## src/rtl/id_ex_stage_pkg.sv

```systemverilog
// Shared types for the MINAv2 ID/EX stage: operand/control records, ALU ops and hazard FSM states.
package id_ex_stage_pkg;

  typedef logic [4:0]  regaddr_t;
  typedef logic [31:0] u32_t;

  typedef enum logic [3:0] {
    ALU_ADD  = 4'd0,
    ALU_SUB  = 4'd1,
    ALU_AND  = 4'd2,
    ALU_OR   = 4'd3,
    ALU_XOR  = 4'd4,
    ALU_SLL  = 4'd5,
    ALU_SRL  = 4'd6,
    ALU_SRA  = 4'd7,
    ALU_SLT  = 4'd8,
    ALU_SLTU = 4'd9
  } alu_op_e;

  typedef struct packed {
    alu_op_e alu_op;
    logic    mem_rd;
    logic    mem_wr;
    logic    reg_we;
  } ex_ctrl_t;

  localparam ex_ctrl_t EX_CTRL_NOP = '{alu_op: ALU_ADD, mem_rd: 1'b0, mem_wr: 1'b0, reg_we: 1'b0};

  typedef enum logic {HZ_RUN, HZ_LU_WAIT} hz_state_e;

  typedef struct packed {
    logic     valid;
    regaddr_t ra_addr;
    regaddr_t rb_addr;
    regaddr_t rd_addr;
    u32_t     ra_data;
    u32_t     rb_data;
    u32_t     imm;
    ex_ctrl_t ctrl;
  } id_ex_t;

  // rd = 0 and reg_we = 0 keep a bubble from ever forwarding into a live register.
  localparam id_ex_t ID_EX_BUBBLE = '{
    valid: 1'b0, ra_addr: '0, rb_addr: '0, rd_addr: '0,
    ra_data: '0, rb_data: '0, imm: '0, ctrl: EX_CTRL_NOP
  };

endpackage

```

## src/rtl/id_ex_stage_load_use_detect.sv

```systemverilog
// Combinational load-use compare between the instruction in ID/EX and the one in ID.
module load_use_detect
  import id_ex_stage_pkg::*;
(
  input  logic     valid_ex_i,
  input  logic     mem_rd_ex_i,
  input  regaddr_t rd_addr_ex_i,
  input  logic     valid_id_i,
  input  regaddr_t ra_addr_id_i,
  input  regaddr_t rb_addr_id_i,
  output logic     hazard_o
);

  always_comb begin
    hazard_o = valid_ex_i && mem_rd_ex_i && (rd_addr_ex_i != '0) && valid_id_i &&
               ((rd_addr_ex_i == ra_addr_id_i) || (rd_addr_ex_i == rb_addr_id_i));
  end

endmodule

```

## src/rtl/id_ex_stage.sv

```systemverilog
// MINAv2 ID/EX pipeline register with load-use bubble insertion, MEM hold and branch flush.
// Optional perf counters (perf_bubbles, perf_holds) enabled by MINA_ID_EX_PERF_CNT_EN.
module id_ex_stage
  import id_ex_stage_pkg::*;
#(
  parameter int unsigned LOAD_USE_CYCLES = 1
)(
  input  logic     clk,
  input  logic     rst_n,
  input  logic     valid_id,
  input  regaddr_t ra_addr_id,
  input  regaddr_t rb_addr_id,
  input  regaddr_t rd_addr_id,
  input  u32_t     ra_data_id,
  input  u32_t     rb_data_id,
  input  u32_t     imm_id,
  input  ex_ctrl_t ctrl_id,
  input  logic     hold_mem,
  input  logic     flush_ex,
  output logic     valid_id_ex,
  output regaddr_t ra_addr_id_ex,
  output regaddr_t rb_addr_id_ex,
  output regaddr_t rd_addr_id_ex,
  output u32_t     ra_data_id_ex,
  output u32_t     rb_data_id_ex,
  output u32_t     imm_id_ex,
  output ex_ctrl_t ctrl_id_ex,
  output logic     stall_id
`ifdef MINA_ID_EX_PERF_CNT_EN
  ,
  output u32_t     perf_bubbles,
  output u32_t     perf_holds
`endif
);

  id_ex_t     pipe_q, pipe_d;
  hz_state_e  state_q, state_d;
  logic [1:0] cnt_q, cnt_d;
  logic       hazard;
  logic       lu_bubble;

  load_use_detect u_lud (
    .valid_ex_i   (pipe_q.valid),
    .mem_rd_ex_i  (pipe_q.ctrl.mem_rd),
    .rd_addr_ex_i (pipe_q.rd_addr),
    .valid_id_i   (valid_id),
    .ra_addr_id_i (ra_addr_id),
    .rb_addr_id_i (rb_addr_id),
    .hazard_o     (hazard)
  );

  always_comb begin
    stall_id = !flush_ex &&
               (hold_mem || (hazard && state_q == HZ_RUN) || (state_q == HZ_LU_WAIT));
  end

  always_comb begin
    pipe_d    = pipe_q;
    state_d   = state_q;
    cnt_d     = cnt_q;
    lu_bubble = 1'b0;
    if (flush_ex) begin
      pipe_d  = ID_EX_BUBBLE;
      state_d = HZ_RUN;
      cnt_d   = '0;
    end else if (hold_mem) begin
      pipe_d = pipe_q;
    end else if (state_q == HZ_LU_WAIT) begin
      pipe_d    = ID_EX_BUBBLE;
      lu_bubble = 1'b1;
      // Leaving on count 1 makes this edge the last bubble; ID is taken on the next one.
      if (cnt_q == 2'd1) begin
        state_d = HZ_RUN;
        cnt_d   = '0;
      end else begin
        cnt_d = cnt_q - 2'd1;
      end
    end else if (hazard) begin
      pipe_d    = ID_EX_BUBBLE;
      lu_bubble = 1'b1;
      if (LOAD_USE_CYCLES > 1) begin
        cnt_d   = 2'(LOAD_USE_CYCLES - 1);
        state_d = HZ_LU_WAIT;
      end
    end else begin
      pipe_d = '{valid: valid_id, ra_addr: ra_addr_id, rb_addr: rb_addr_id,
                 rd_addr: rd_addr_id, ra_data: ra_data_id, rb_data: rb_data_id,
                 imm: imm_id, ctrl: ctrl_id};
    end
  end

  always_ff @(posedge clk or negedge rst_n) begin
    if (!rst_n) begin
      pipe_q  <= ID_EX_BUBBLE;
      state_q <= HZ_RUN;
      cnt_q   <= '0;
    end else begin
      pipe_q  <= pipe_d;
      state_q <= state_d;
      cnt_q   <= cnt_d;
    end
  end

  assign valid_id_ex   = pipe_q.valid;
  assign ra_addr_id_ex = pipe_q.ra_addr;
  assign rb_addr_id_ex = pipe_q.rb_addr;
  assign rd_addr_id_ex = pipe_q.rd_addr;
  assign ra_data_id_ex = pipe_q.ra_data;
  assign rb_data_id_ex = pipe_q.rb_data;
  assign imm_id_ex     = pipe_q.imm;
  assign ctrl_id_ex    = pipe_q.ctrl;

`ifdef MINA_ID_EX_PERF_CNT_EN
  u32_t perf_bubbles_q, perf_holds_q;

  always_ff @(posedge clk or negedge rst_n) begin
    if (!rst_n) begin
      perf_bubbles_q <= '0;
      perf_holds_q   <= '0;
    end else begin
      if (lu_bubble) perf_bubbles_q <= perf_bubbles_q + 32'd1;
      if (hold_mem && !flush_ex) perf_holds_q <= perf_holds_q + 32'd1;
    end
  end

  assign perf_bubbles = perf_bubbles_q;
  assign perf_holds   = perf_holds_q;
`endif

endmodule

```

## config.mk

```make
export PLATFORM = sky130hd
export DESIGN_NAME = id_ex_stage
export DESIGN_NICKNAME = d
export VERILOG_FILES = /design/src/rtl/id_ex_stage_pkg.sv /design/src/rtl/id_ex_stage_load_use_detect.sv /design/src/rtl/id_ex_stage.sv
export SDC_FILE = /design/constraint.sdc
export NUM_CORES = 1
export LEC_CHECK = 0
export BUFFER_PORTS_ARGS = -buffer_cell sky130_fd_sc_hd__buf_4
export CORE_MARGIN = 2
export CORE_UTILIZATION = 48
export DETAILED_ROUTE_END_ITERATION = 10
export PLACE_DENSITY = 0.81
export REMOVE_ABC_BUFFERS = 1
export SLEW_MARGIN = 40
export SYNTH_ARGS = -nofsm -noshare
export SYNTH_HDL_FRONTEND = slang
export SYNTH_SLANG_ARGS = --single-unit
```

## constraint.sdc

```tcl
create_clock -name clk -period 1.86 [get_ports clk]
set_input_delay 0.093 -clock clk [delete_from_list [all_inputs] [get_ports clk]]
set_output_delay 0.093 -clock clk [all_outputs]
set_load 0.02 [all_outputs]
```

# Word level (Yosys, flattened, before mapping)

Index checks and enable logic that the tools add are counted.

Memories kept: 0
Input port bits: 123
Bits in latches: 0
ROM bits: 0
Flip-flop bits (word level): 122
RAM bits: 0

Magnitude comparators: 0
Reductions and logical operators: 13
Bitwise gates (word level): 1
Add/sub/neg operators: 1
Multipliers: 0
Shifts and indexed selects: 0
Multiplexer cells: 12
Equal/unequal tests: 4
Div/mod/pow operators: 0

Operator list:

| kind                                                  | count |
|---|---|
| two-way mux 119 bit                                   | 4 |
| == test 5 bit                                         | 2 |
| two-way mux 2 bit                                     | 4 |
| logical AND 1 bit                                     | 6 |
| nonzero test 5 bit                                    | 1 |
| two-way mux 1 bit                                     | 4 |
| logical OR 1 bit                                      | 3 |
| == test 2 x 1 -> 1 bit, second input constant         | 1 |
| inequality test 2 x 1 -> 1 bit, second input constant | 1 |
| AND reduction 2 bit                                   | 1 |
| nonzero test 2 bit                                    | 1 |
| subtractor 2 x 1 -> 2 bit, second input constant      | 1 |
| logical NOT 1 bit                                     | 1 |
| NOT 1 bit                                             | 1 |

# Logic depth before layout (Yosys ltp)

Gate-level depths: netlist (run 1).

Word-level depth: 8
Depth in mapped cells: 7

# By module

A second synthesis (run 1) with hierarchy kept.

Cells, all modules: 561
Area total of the unflattened synthesis: 5470.2 um^2

By module, submodules not included:

| module          | sequential area each (um^2) | instances | cells an instance | area each (um^2) |
|---|---|---|---|---|
| id_ex_stage     | 3052.9                      | 1         | 544               | 5341.4 |
| load_use_detect | 0.0                         | 1         | 17                | 128.9 |

# Worst setup path before layout (run 1)

No wires, ideal clock.

Path kind: register to register
Start: reg pipe_q, in the netlist rd_addr_id_ex[4]
End: reg pipe_q, in the netlist ctrl_id_ex[0]
Path slack: 0.214 ns
Setup time: 0.121 ns
Period minus slack after synthesis: 1.646 ns
Arrival time: 1.525 ns
Stages on the path, launching flop included: 8
Cell sequence: dfrtp_1 > xnor2_1 > nand3_1 > nor3_1 > o21ai_1 > buf_4 > buf_6 > a22o_1

Longest elaborated chain between the ends: 8

RTL lines:

| what                            | RTL line                          | source |
|---|---|---|
| start, declared                 | id_ex_stage.sv:36                 | `id_ex_t pipe_q, pipe_d;` |
| start signal, assigned          | id_ex_stage.sv:98                 | `pipe_q <= pipe_d;` |
| nonzero test 5 bit              | id_ex_stage_load_use_detect.sv:15 | `hazard_o = valid_ex_i && mem_rd_ex_i && (rd_addr_ex_i != '0) && valid_id_i &&` |
| logical AND 1 bit (2 in series) | id_ex_stage_load_use_detect.sv:15 |  |
| logical AND 1 bit (*)           | id_ex_stage_load_use_detect.sv:15 |  |
| two-way mux 119 bit (*)         | id_ex_stage.sv:78                 | `end else if (hazard) begin` |
| two-way mux 119 bit (*)         | id_ex_stage.sv:68                 | `end else if (state_q == HZ_LU_WAIT) begin` |
| two-way mux 119 bit (*)         | id_ex_stage.sv:66                 | `end else if (hold_mem) begin` |
| two-way mux 119 bit (*)         | id_ex_stage.sv:62                 | `if (flush_ex) begin` |

Every way passes the cells marked *; elsewhere a longest branch is shown, timed or not. The select of a mux whose other input is x is not followed.
A chain may end at the register's enable or synchronous reset.

# Worst setup path in the final report (run 1)

Start: reg pipe_q, in the netlist rd_addr_id_ex[4]
End: out stall_id

Longest elaborated chain between the ends: 8

RTL lines:

| what                               | RTL line                          | source |
|---|---|---|
| nonzero test 5 bit                 | id_ex_stage_load_use_detect.sv:15 |  |
| logical AND 1 bit (2 in series)    | id_ex_stage_load_use_detect.sv:15 |  |
| logical AND 1 bit (*)              | id_ex_stage_load_use_detect.sv:15 |  |
| logical AND 1 bit (*)              | id_ex_stage.sv:54                 | `(hold_mem \|\| (hazard && state_q == HZ_RUN) \|\| (state_q == HZ_LU_WAIT));` |
| logical OR 1 bit (*) (2 in series) | id_ex_stage.sv:54                 |  |
| logical AND 1 bit (*)              | id_ex_stage.sv:53                 | `stall_id = !flush_ex &&` |
| end, declared                      | id_ex_stage.sv:28                 | `output logic stall_id` |

Every way passes the cells marked *; elsewhere a longest branch is shown, timed or not.

==> impl_metrics.yaml, run 1 <==
power:
  power_density_mw_per_mm2: 918
  combPwrFrac_pct: 14.5
  leakage_nw: 4.03
  switching_power_w: 0.00182
  vdd_ir_drop_max_v: 0.000423
  power_frac_seq_pct: 38.4
  finalPower_w: 0.00756
  intPower_w: 0.00574
  swShare_pct: 24.1
  p_clk_share_pct: 47.1
floorplanning:
  die_h_um: 111
  dieArea_sq_mm: 0.0124
  floorplan.initialDensity_pct: 48.8
  core_region_area_sq_mm: 0.0113
  num_rows: 39
  fp.dieW_um: 111
  io_pins: 243
sta:
  slew_viol_final: 0
  rsz0062_at_grt: "true"
  skew_ns: 0.00679
  hold_ws_ns: 0.0132
  worst_slew_pin_slew_ns: 0.615
  fin_crit_ns: 1.90
  setup_viol: 2
  hold_viol: 0
  finalCritPeriodShare_pct: 102
  relSlewSlack_pct: 59.0
  fmax_ghz: 0.527
  fin_ws_ns: -0.0368
clocking:
  cts_tree: "yes"
  cts-htree-levels: 4
  clk_pin_slew_ns: 0.06
  clock-sinks: 122
  clockBufferDepth: 2
  cts_buffers: 17
  clockRootBuffer: "clkbuf_16"
  clk_latency_ns: 0.41
worst_setup_path:
  critical-path-max-stage-delay_ns: 0.46
  crit_slowest_cell: "dfrtp_2"
  reg2reg_from: "rd_addr_id_ex[4]"
  crit_fanout: 5
  crit_path_start: "rd_addr_id_ex[4]"
  end_kind: "output pin"
  path_cells: "xnor2_1, nand3_1, nor3_2, o21ai_4, a21oi_2, buf_6"
  crit_path_start_kind: "flop"
  cp.arrival_ns: 1.80
  critPathKind: "flop to output pin"
  required_ns: 1.77
placement:
  place_hpwl_um: 10400
  port_buffers: 242
  gp_congestion: 0.897
route:
  ant_nets: 0
  wirelength_um: 16400
  vias: 4799
  drt_iter0_drc: 415
  post_drt_via_cell_ratio: 5.72
  remaining_drc_errors: 0
  wl_per_cell_um: 19.5
  dr.pass1.iters: 6
final_layout:
  final_cell_mix: "buf_4, nor3b_1, dfrtp_1"
  diodes: 0
  area_delta_synth_final_pct: 49.2
  final_core_util_pct: 72.8
  final_nets: 807
  final_common_cell: "buf_4"
  layout-drive-gt1-share_pct: 43.8
global_route:
  grt_antenna_before_repair: 0
  grt_pass1_vias: 4825
  grt_pass1_wl_um: 25800
  gr-total-overflow: 0
  grt.total_usage_pct: 25.9
  grt_max_degree: 66
yosys:
  synthCells: 455
  netlist_area_sq_mm: 0.00552
  avgSynthCellArea_sq_um: 12.1
  ys_seq_area_share_pct: 55.3
  yosysWarnings: 0
  ys_ff_latch: 122
  synth_cell_types: 20
outcome:
  outcome: "complete, but fails checks"
  violations: "negative setup slack"
hold_path:
  worstHoldStart: "hold_mem"
  min_path_type: "input port to flop"
run:
  cap_violations: 0
==> cells by family (layout without fill, tap and decap cells) <==
| family | Yosys count | count (layout) | share of synthesized area (%) |
|---|---|---|---|
| AOI/OAI and AO/OA | 123 | 123 | 19.2 |
| DFF | 122 | 122 | 55.3 |
| buffers and inverters | 56 | 297 | 5.37 |
| adders and majority gates | 1 | 1 | 0.227 |
| xor gates and xnor gates | 11 | 11 | 1.74 |
| and+or+nand+nor | 142 | 142 | 18.1 |
==> registers in the layout (all words and copies together), names as in the netlist <==
signal and count:
imm_id_ex 32, rb_addr_id_ex 5, ra_data_id_ex 32, ctrl_id_ex 7, cnt_q 2, rd_addr_id_ex 5, ra_addr_id_ex 5, state_q 1
valid_id_ex 1, rb_data_id_ex 32
==> metal layers <==
layer	part of all wire (%)	wire length, um	up-vias	global-route usage [%]
li1	-	-	2162	-
met1	42	6920	2403	35.2
met2	49	7950	201	40.7
met3	7.0	1150	33	6.45
met4	2.1	348	0	9.30
met5	0	0	-	0
==> critical path: cells and delay by family, from the launching register on <==
family                 cells  cell delay, ns
AO/OA/AOI/OAI              2            0.24
XOR/XNOR                   1            0.22
buffers and inverters      1            0.14
AND/OR/NAND/NOR            2            0.33
flip-flops                 1            0.46
==> metrics by stage <==
stage	cell area, sq um	worst slack [ns]	instances	TNS (ns)
after floorplan	5230	-3.77	400	-403.39
after CTS	8170	-0.000724	837	-0.000724
after global routing	8240	-0.0941	839	-3.67
after detailed placement	7470	0.0467	801	0
after global placement	7470	0.0896	801	0
final	8240	-0.0368	839	-0.0393
==> worst paths after layout <==
| kind | to | slack, ns | cells after the start |
|---|---|---|---|
| setup reg to reg | rb_data_id_ex[0] | 0 | 7 |
| min in group asynchronous | ra_data_id_ex[15] | 0.19 | 2 |
| hold / removal | rd_addr_id_ex[0] | 0.01 | 3 |
| hold reg to reg | rb_data_id_ex[6] | 0.50 | 1 |
| max in group asynchronous | rd_addr_id_ex[4] | 0.92 | 3 |
| setup / recovery | stall_id | -0.04 | 6 |
==> power by group through the flow <==
stage	logic [W]	registers (W)	clock network (W)
2_1_floorplan	0.000293	0.00311	0
6_report	0.00109	0.00290	0.00357
3_5_place_dp	0.00108	0.00294	0
5_1_grt	0.00116	0.00292	0.00374
4_1_cts	0.00109	0.00290	0.00360
3_3_place_gp	0.00105	0.00294	0
==> layout make-up <==
cell class	count	area, sq um
Sequential cell	122	3060
Clock buffer	21	480
Clock inverter	11	166
Inverter	1	3.75
Timing Repair Buffer	264	2120
Multi-Input combinational cell	277	2230
Tap cell	143	179
Fill cell	787	3080
==> Yosys cell counts, drive strengths merged <==
cell | instances | area (sq um)
clkbuf | 40 | 150
o21ai | 1 | 5.00
nand3 | 3 | 15.0
nor3b | 120 | 901
inv | 1 | 3.75
nor2 | 5 | 18.8
xnor2 | 7 | 61.3
nand2 | 7 | 26.3
a22o | 112 | 981
ha | 1 | 12.5
buf | 15 | 143
nor2b | 3 | 18.8
a21oi | 3 | 15.0
o2bb2ai | 7 | 61.3
or2 | 1 | 6.26
dfrtp | 122 | 3050
xor2 | 4 | 35.0
nor3 | 3 | 15.0
==> what timing repair did <==
action	CTS	global route
pin swaps	5	2
hold buffers	2	0
cloned	0	2
endpoints found under the setup margin	1	112
buffers inserted	2	0
gates resized for setup	3	7
endpoints found under the hold margin	40	0
(Power assumes the default switching activity.)
==> run 2: changes to the inputs <==
Settings changed: ABC_AREA from default to 1, PLACE_DENSITY 0.81 to 0.8.
==> run 2 against run 1 <==
The run now ends clean. Area after synthesis increased by 5.0%. Critical endpoint unchanged. Global-route usage rose by 2.3 points. Critical path type unchanged. Combinational power rose by 16%. Clock power decreased by 6%. Count of clock-buffer cells in the layout is 2 higher.
==> impl_metrics.yaml, run 2 <==
clocking:
  clk_latency_ns: 0.41
  cts_tree: "yes"
  clockBufferDepth: 2
  cts-htree-levels: 4
  clockRootBuffer: "clkbuf_16"
  clk_pin_slew_ns: 0.06
  clock-sinks: 122
  cts_buffers: 17
yosys:
  netlist_area_sq_mm: 0.00580
  yosysTopAreaCellShare_pct: 52.7
  synth_area_leader_cell: "dfrtp_1"
  synth-async-reset-ratio_pct: 100
  avgSynthCellArea_sq_um: 7.10
  yosys-top-cells-count: "nand2_1, nor2_1, inv_1"
  ys_ff_latch: 122
  synth_cell_types: 17
  synthMostInstantiatedCell: "nand2_1"
  synthCells: 817
  ys.flop_type: "dfrtp_1"
  ys_seq_area_share_pct: 52.7
  yosysWarnings: 0
  synth_edf_count: 0
  ys_top_cells_by_area: "dfrtp_1, nand2_1, nor2_1"
hold_path:
  min_path_type: "input port to flop"
  min_path_cells: 5
  worstHoldStart: "imm_id[19]"
  hold_path_end: "imm_id_ex[19]"
sta:
  setup_viol: 0
  worst_slew_pin_slew_ns: 0.568
  fmax_ghz: 0.561
  hold_ws_ns: 0.00202
  slew_viol_final: 0
  fin_ws_ns: 0.0772
  skew_ns: 0.00916
  relSlewSlack_pct: 62.1
  finalCritPeriodShare_pct: 95.8
  finalSetupTns_ns: 0
  fin_crit_ns: 1.78
  hold_viol: 0
global_route:
  grt_pass1_wl_um: 28500
  grt.total_usage_pct: 28.2
  grt_max_degree: 85
  gr-total-overflow: 0
  grt_pass1_vias: 6065
  grt_antenna_before_repair: 0
floorplanning:
  floorplan.initialDensity_pct: 48.7
  dieArea_sq_mm: 0.0130
  core_region_area_sq_mm: 0.0119
  num_rows: 40
  die_h_um: 114
  io_pins: 243
  fp.dieW_um: 114
final_layout:
  final_nets: 1262
  final_common_cell: "nand2_1"
  area_delta_synth_final_pct: 59.6
  diodes: 0
  final_core_util_pct: 77.7
  final_cell_mix: "nand2_1, buf_4, nor2_1"
  regArea_sq_mm: 0.00306
  layout-drive-gt1-share_pct: 26.4
  fillers: 782
  multi_input_comb_area_sq_mm: 0.00208
worst_setup_path:
  crit_slowest_cell: "dfrtp_2"
  crit_path_start_kind: "flop"
  path_cells: "inv_2, nand2_2, nand2_2, nor2_2, nand3_2, nand2_2, nand2_8, a21oi_4, buf_6"
  path_common_cell: "nand2_2"
  r2r-end: "rb_data_id_ex[17]"
  critPathTopFamily: "simple AND/OR/NAND/NOR gates"
  path_buf_inv: 2
  critical-path-max-stage-delay_ns: 0.43
  r2r_slack_ns: 0.11
  critPathKind: "flop to output pin"
  required_ns: 1.77
  cp.arrival_ns: 1.69
  end_kind: "output pin"
  reg2reg_from: "rd_addr_id_ex[1]"
  r2r_cells: 9
  crit_fanout: 6
route:
  ant_nets: 0
  drt_iter0_drc: 391
  dr.pass1.iters: 5
  wirelength_um: 18100
  post_drt_via_cell_ratio: 4.65
  vias: 6024
  wl_per_cell_um: 13.9
  remaining_drc_errors: 0
placement:
  gp_congestion: 0.815
  place_hpwl_um: 10300
  port_buffers: 242
  dp_slack_ns: 0.231
power:
  leakage_nw: 5.63
  vdd_ir_drop_max_v: 0.000446
  power_density_mw_per_mm2: 815
run:
  cap_violations: 0
outcome:
  outcome: "completed"
==> run 2: cell count changes in the layout (fill, tap and decap cells not counted), moves of 3 or more <==
cell,delta
nor2_1,+122
dfrtp_2,+3
dlygate4sd3_1,+83
nand2_2,+5
xnor2_1,-3
xor2_1,-4
inv_2,+4
nor3b_1,-120
nand2_1,+370
o2bb2ai_1,-7
a22o_1,-112
inv_1,+125
==> run 2: how the worst max path moves through the flow <==
stage          cells past startpoint        startpoint          endpoint
2_1_floorplan                      4          hold_mem     ctrl_id_ex[0]
3_3_place_gp                       8  rd_addr_id_ex[1]  rd_addr_id_ex[2]
3_5_place_dp                      10  rd_addr_id_ex[1]  ra_data_id_ex[1]
4_1_cts                            9  rd_addr_id_ex[0]          stall_id
5_1_grt                            9  rd_addr_id_ex[1]          stall_id
6_report                           9  rd_addr_id_ex[1]          stall_id
==> run 2: layout make-up <==
cell class	instances	area share [%]
tap	147	1.99
multi-input combinational	526	22.5
inverter	130	5.28
clock buffer	23	5.28
timing repair buffer	341	30.7
clock inverter	7	1.24
sequential	122	33.1
==> run 2: cell families after synthesis <==
| family | share of synthesized area, % |
|---|---|
| simple gates | 33.6 |
| xor+xnor | 0.302 |
| flops | 52.7 |
| fa+ha+maj | 0.216 |
| mux | 0.173 |
| buf+inv | 12.6 |
| compound gates | 0.388 |
==> run 2: what timing repair did <==
| action | 4_1_cts | 5_1_grt |
|---|---|---|
| gates cloned | 1 | 0 |
| buffers inserted | 2 | 2 |
| hold buffers | 85 | 0 |
| endpoints found under the hold margin | 114 | 0 |
| setup endpoints to repair | 1 | 28 |
| pin swaps | 3 | 7 |
| gates resized for setup | 6 | 10 |
==> run 2: metrics by stage <==
step / area, sq um / power [W] / std cells
floorplan: 5550 / 0.00342 / 777
global placement: 7710 / 0.00401 / 1176
detailed placement: 7710 / 0.00402 / 1176
CTS: 9210 / 0.00755 / 1294
global route: 9250 / 0.00783 / 1296
finish: 9250 / 0.00754 / 1296
==> run 2: routing by layer <==
layer	wire, um	share of wire, %	track usage [%]	vias up
li1	-	-	-	2963
met1	7320	41	33.5	2763
met2	8890	49	47.4	246
met3	1260	7.0	8.40	52
met4	587	3.3	12.7	0
met5	0	0	0	-
==> run 2: power by group <==
group / leakage [nW] / switching [W] / internal, W / total (W)
sequential: 1.63 / 0.0000975 / 0.00281 / 0.00290
combinational: 3.71 / 0.000657 / 0.000606 / 0.00126
clock: 0.291 / 0.00114 / 0.00223 / 0.00337
==> run 2: worst reg2reg max path: stages (launching register included) <==
cell	delay (ns)
dfrtp_2	0.45
nor2_1	0.12
nand4_1	0.09
nand4_1	0.11
inv_2	0.10
nand2_8	0.10
buf_4	0.19
buf_12	0.28
nand2_1	0.17
nand2_1	0.08
==> run 3: changes to the inputs <==
Settings changed: ABC_CLOCK_PERIOD_IN_PS from default to 1860, CTS_BUF_LIST from default to sky130_fd_sc_hd__clkbuf_8 sky130_fd_sc_hd__clkbuf_16, CTS_CLUSTER_DIAMETER from default to 100.
==> run 3 against run 2 <==
Critical endpoint unchanged. Non-clock buffer count unchanged. Highest routed layer unchanged. Critical path type unchanged. Setup slack improved by 0.0038 ns. Cell area unchanged. Largest cell class unchanged.
==> impl_metrics.yaml, run 3 (synthesis gave the netlist of run 2 again) <==
clocking:
  clk_latency_ns: 0.41
  clk_pin_slew_ns: 0.06
  clockRootBuffer: "clkbuf_16"
  clockBufferDepth: 2
  cts-htree-levels: 4
  cts_tree: "yes"
  clock-sinks: 122
  cts_buffers: 17
sta:
  setup_viol: 0
  fmax_ghz: 0.562
  hold_viol: 0
  finalCritPeriodShare_pct: 95.6
  worst_slew_pin_slew_ns: 0.578
  skew_ns: 0.00947
  relSlewSlack_pct: 61.5
  slew_viol_final: 0
  fin_crit_ns: 1.78
  fin_ws_ns: 0.0810
worst_setup_path:
  cp.arrival_ns: 1.69
  r2r-end: "rb_data_id_ex[17]"
  crit_fanout: 6
  r2r_cells: 9
  crit_path_start_kind: "flop"
  path_buf_inv: 2
  critical-path-max-stage-delay_ns: 0.43
  path_cells: "inv_2, nand2_2, nand2_2, nor2_2, nand3_2, nand2_2, nand2_8, a21oi_4, buf_6"
  end_kind: "output pin"
  reg2reg_from: "rd_addr_id_ex[1]"
  crit_slowest_cell: "dfrtp_2"
  critPathTopFamily: "simple AND/OR/NAND/NOR gates"
  required_ns: 1.77
  critPathKind: "flop to output pin"
  r2r_slack_ns: 0.12
  path_common_cell: "nand2_2"
final_layout:
  final_area_sq_mm: 0.00925
  layout-drive-gt1-share_pct: 26.4
  final_cells: 1296
  diodes: 0
  multi_input_comb_area_sq_mm: 0.00208
  final_core_util_pct: 77.7
  area_delta_synth_final_pct: 59.6
  final_common_cell: "nand2_1"
  regArea_sq_mm: 0.00306
  fillers: 782
  final_cell_mix: "nand2_1, buf_4, inv_1"
  final_nets: 1262
placement:
  postPlaceCellArea_sq_mm: 0.00771
  port_buffers: 242
  dp_slack_ns: 0.231
  place_hpwl_um: 10300
  placedCellCount: 1176
  gp_congestion: 0.815
power:
  combPwrFrac_pct: 16.8
  finalPower_w: 0.00752
  intPower_w: 0.00563
  power_density_mw_per_mm2: 813
  switching_power_w: 0.00190
  leakage_nw: 5.64
  vdd_ir_drop_max_v: 0.000448
  p_clk_share_pct: 44.6
  swShare_pct: 25.2
  power_frac_seq_pct: 38.6
floorplanning:
  dieArea_sq_mm: 0.0130
  floorplan.initialDensity_pct: 48.7
  num_rows: 40
  die_h_um: 114
  fp.dieW_um: 114
  core_region_area_sq_mm: 0.0119
  io_pins: 243
route:
  dr.pass1.iters: 5
  wl_met1_um: 7260
  ant_nets: 0
  post_drt_via_cell_ratio: 4.68
  top_layer_used: "met4"
  remaining_drc_errors: 0
  wirelength_um: 18100
  wl_per_cell_um: 13.9
  met2WireLength_um: 8890
  routed-wl-met3_um: 1310
  vias: 6059
  drt_iter0_drc: 404
global_route:
  grt_pass1_wl_um: 28500
  grt_antenna_before_repair: 0
  grt_pass1_vias: 6065
  grt.total_usage_pct: 28.2
  gr-total-overflow: 0
  grt_max_degree: 85
hold_path:
  min_path_type: "input port to flop"
  min_path_cells: 5
  hold_path_end: "imm_id_ex[19]"
  worstHoldStart: "imm_id[19]"
run:
  cap_violations: 0
outcome:
  outcome: "completed"
## run 3: what timing repair did
action | CTS | global route
cloned | 1 | 0
endpoints found under the hold margin | 114 | 0
hold buffers | 85 | 0
gates resized for setup | 6 | 10
setup endpoints to repair | 1 | 28
setup buffers | 2 | 2
pin swaps | 3 | 7
## run 3: worst max path at each step
| stage | startpoint | endpoint | cells past startpoint | slack (ns) |
|---|---|---|---|---|
| after detailed placement | rd_addr_id_ex[1] | ra_data_id_ex[1] | 10 | 0.23 |
| final | rd_addr_id_ex[1] | stall_id | 9 | 0.08 |
| after global placement | rd_addr_id_ex[1] | rd_addr_id_ex[2] | 8 | 0.28 |
| after global routing | rd_addr_id_ex[1] | stall_id | 9 | -0.002 |
| after floorplan | hold_mem | ctrl_id_ex[0] | 4 | -2.10 |
| after CTS | rd_addr_id_ex[0] | stall_id | 9 | 0.01 |
## run 3: power groups by stage
stage / Clock (W) / Sequential (W) / Combinational (W)
finish: 0.00336 / 0.00290 / 0.00126
global route: 0.00353 / 0.00292 / 0.00137
CTS: 0.00340 / 0.00290 / 0.00124
detailed placement: 0 / 0.00294 / 0.00108
global placement: 0 / 0.00294 / 0.00107
floorplan: 0 / 0.00312 / 0.000304
## run 3: layout make-up
cell class	instances	share of cell area (%)
inverter	130	5.28
clock inverter	9	1.33
clock buffer	21	5.19
multi-input combinational	526	22.5
tap	147	1.99
sequential	122	33.1
timing repair buffer	341	30.7
## run 3: per-stage QoR
step / TNS (ns) / hold WS, ns
finish: 0 / 0.000885
CTS: 0 / 0.000677
detailed placement: 0 / 0.0738
global placement: 0 / 0.0704
floorplan: -251.77 / -0.203
global route: -0.00175 / 0.00730
## run 3: layer usage
metal  GRT usage, %  up-vias
li1               -     2963
met1           33.5     2781
met3           8.40       54
met2           47.4      261
met4           12.7        0
met5              0        -
## run 3: worst register-to-register path: stages, from the launching register on
cell     delay [ns]
dfrtp_2        0.45
nor2_1         0.11
nand4_1        0.09
nand4_1        0.11
inv_2          0.10
nand2_8        0.10
buf_4          0.19
buf_12         0.28
nand2_1        0.16
nand2_1        0.08
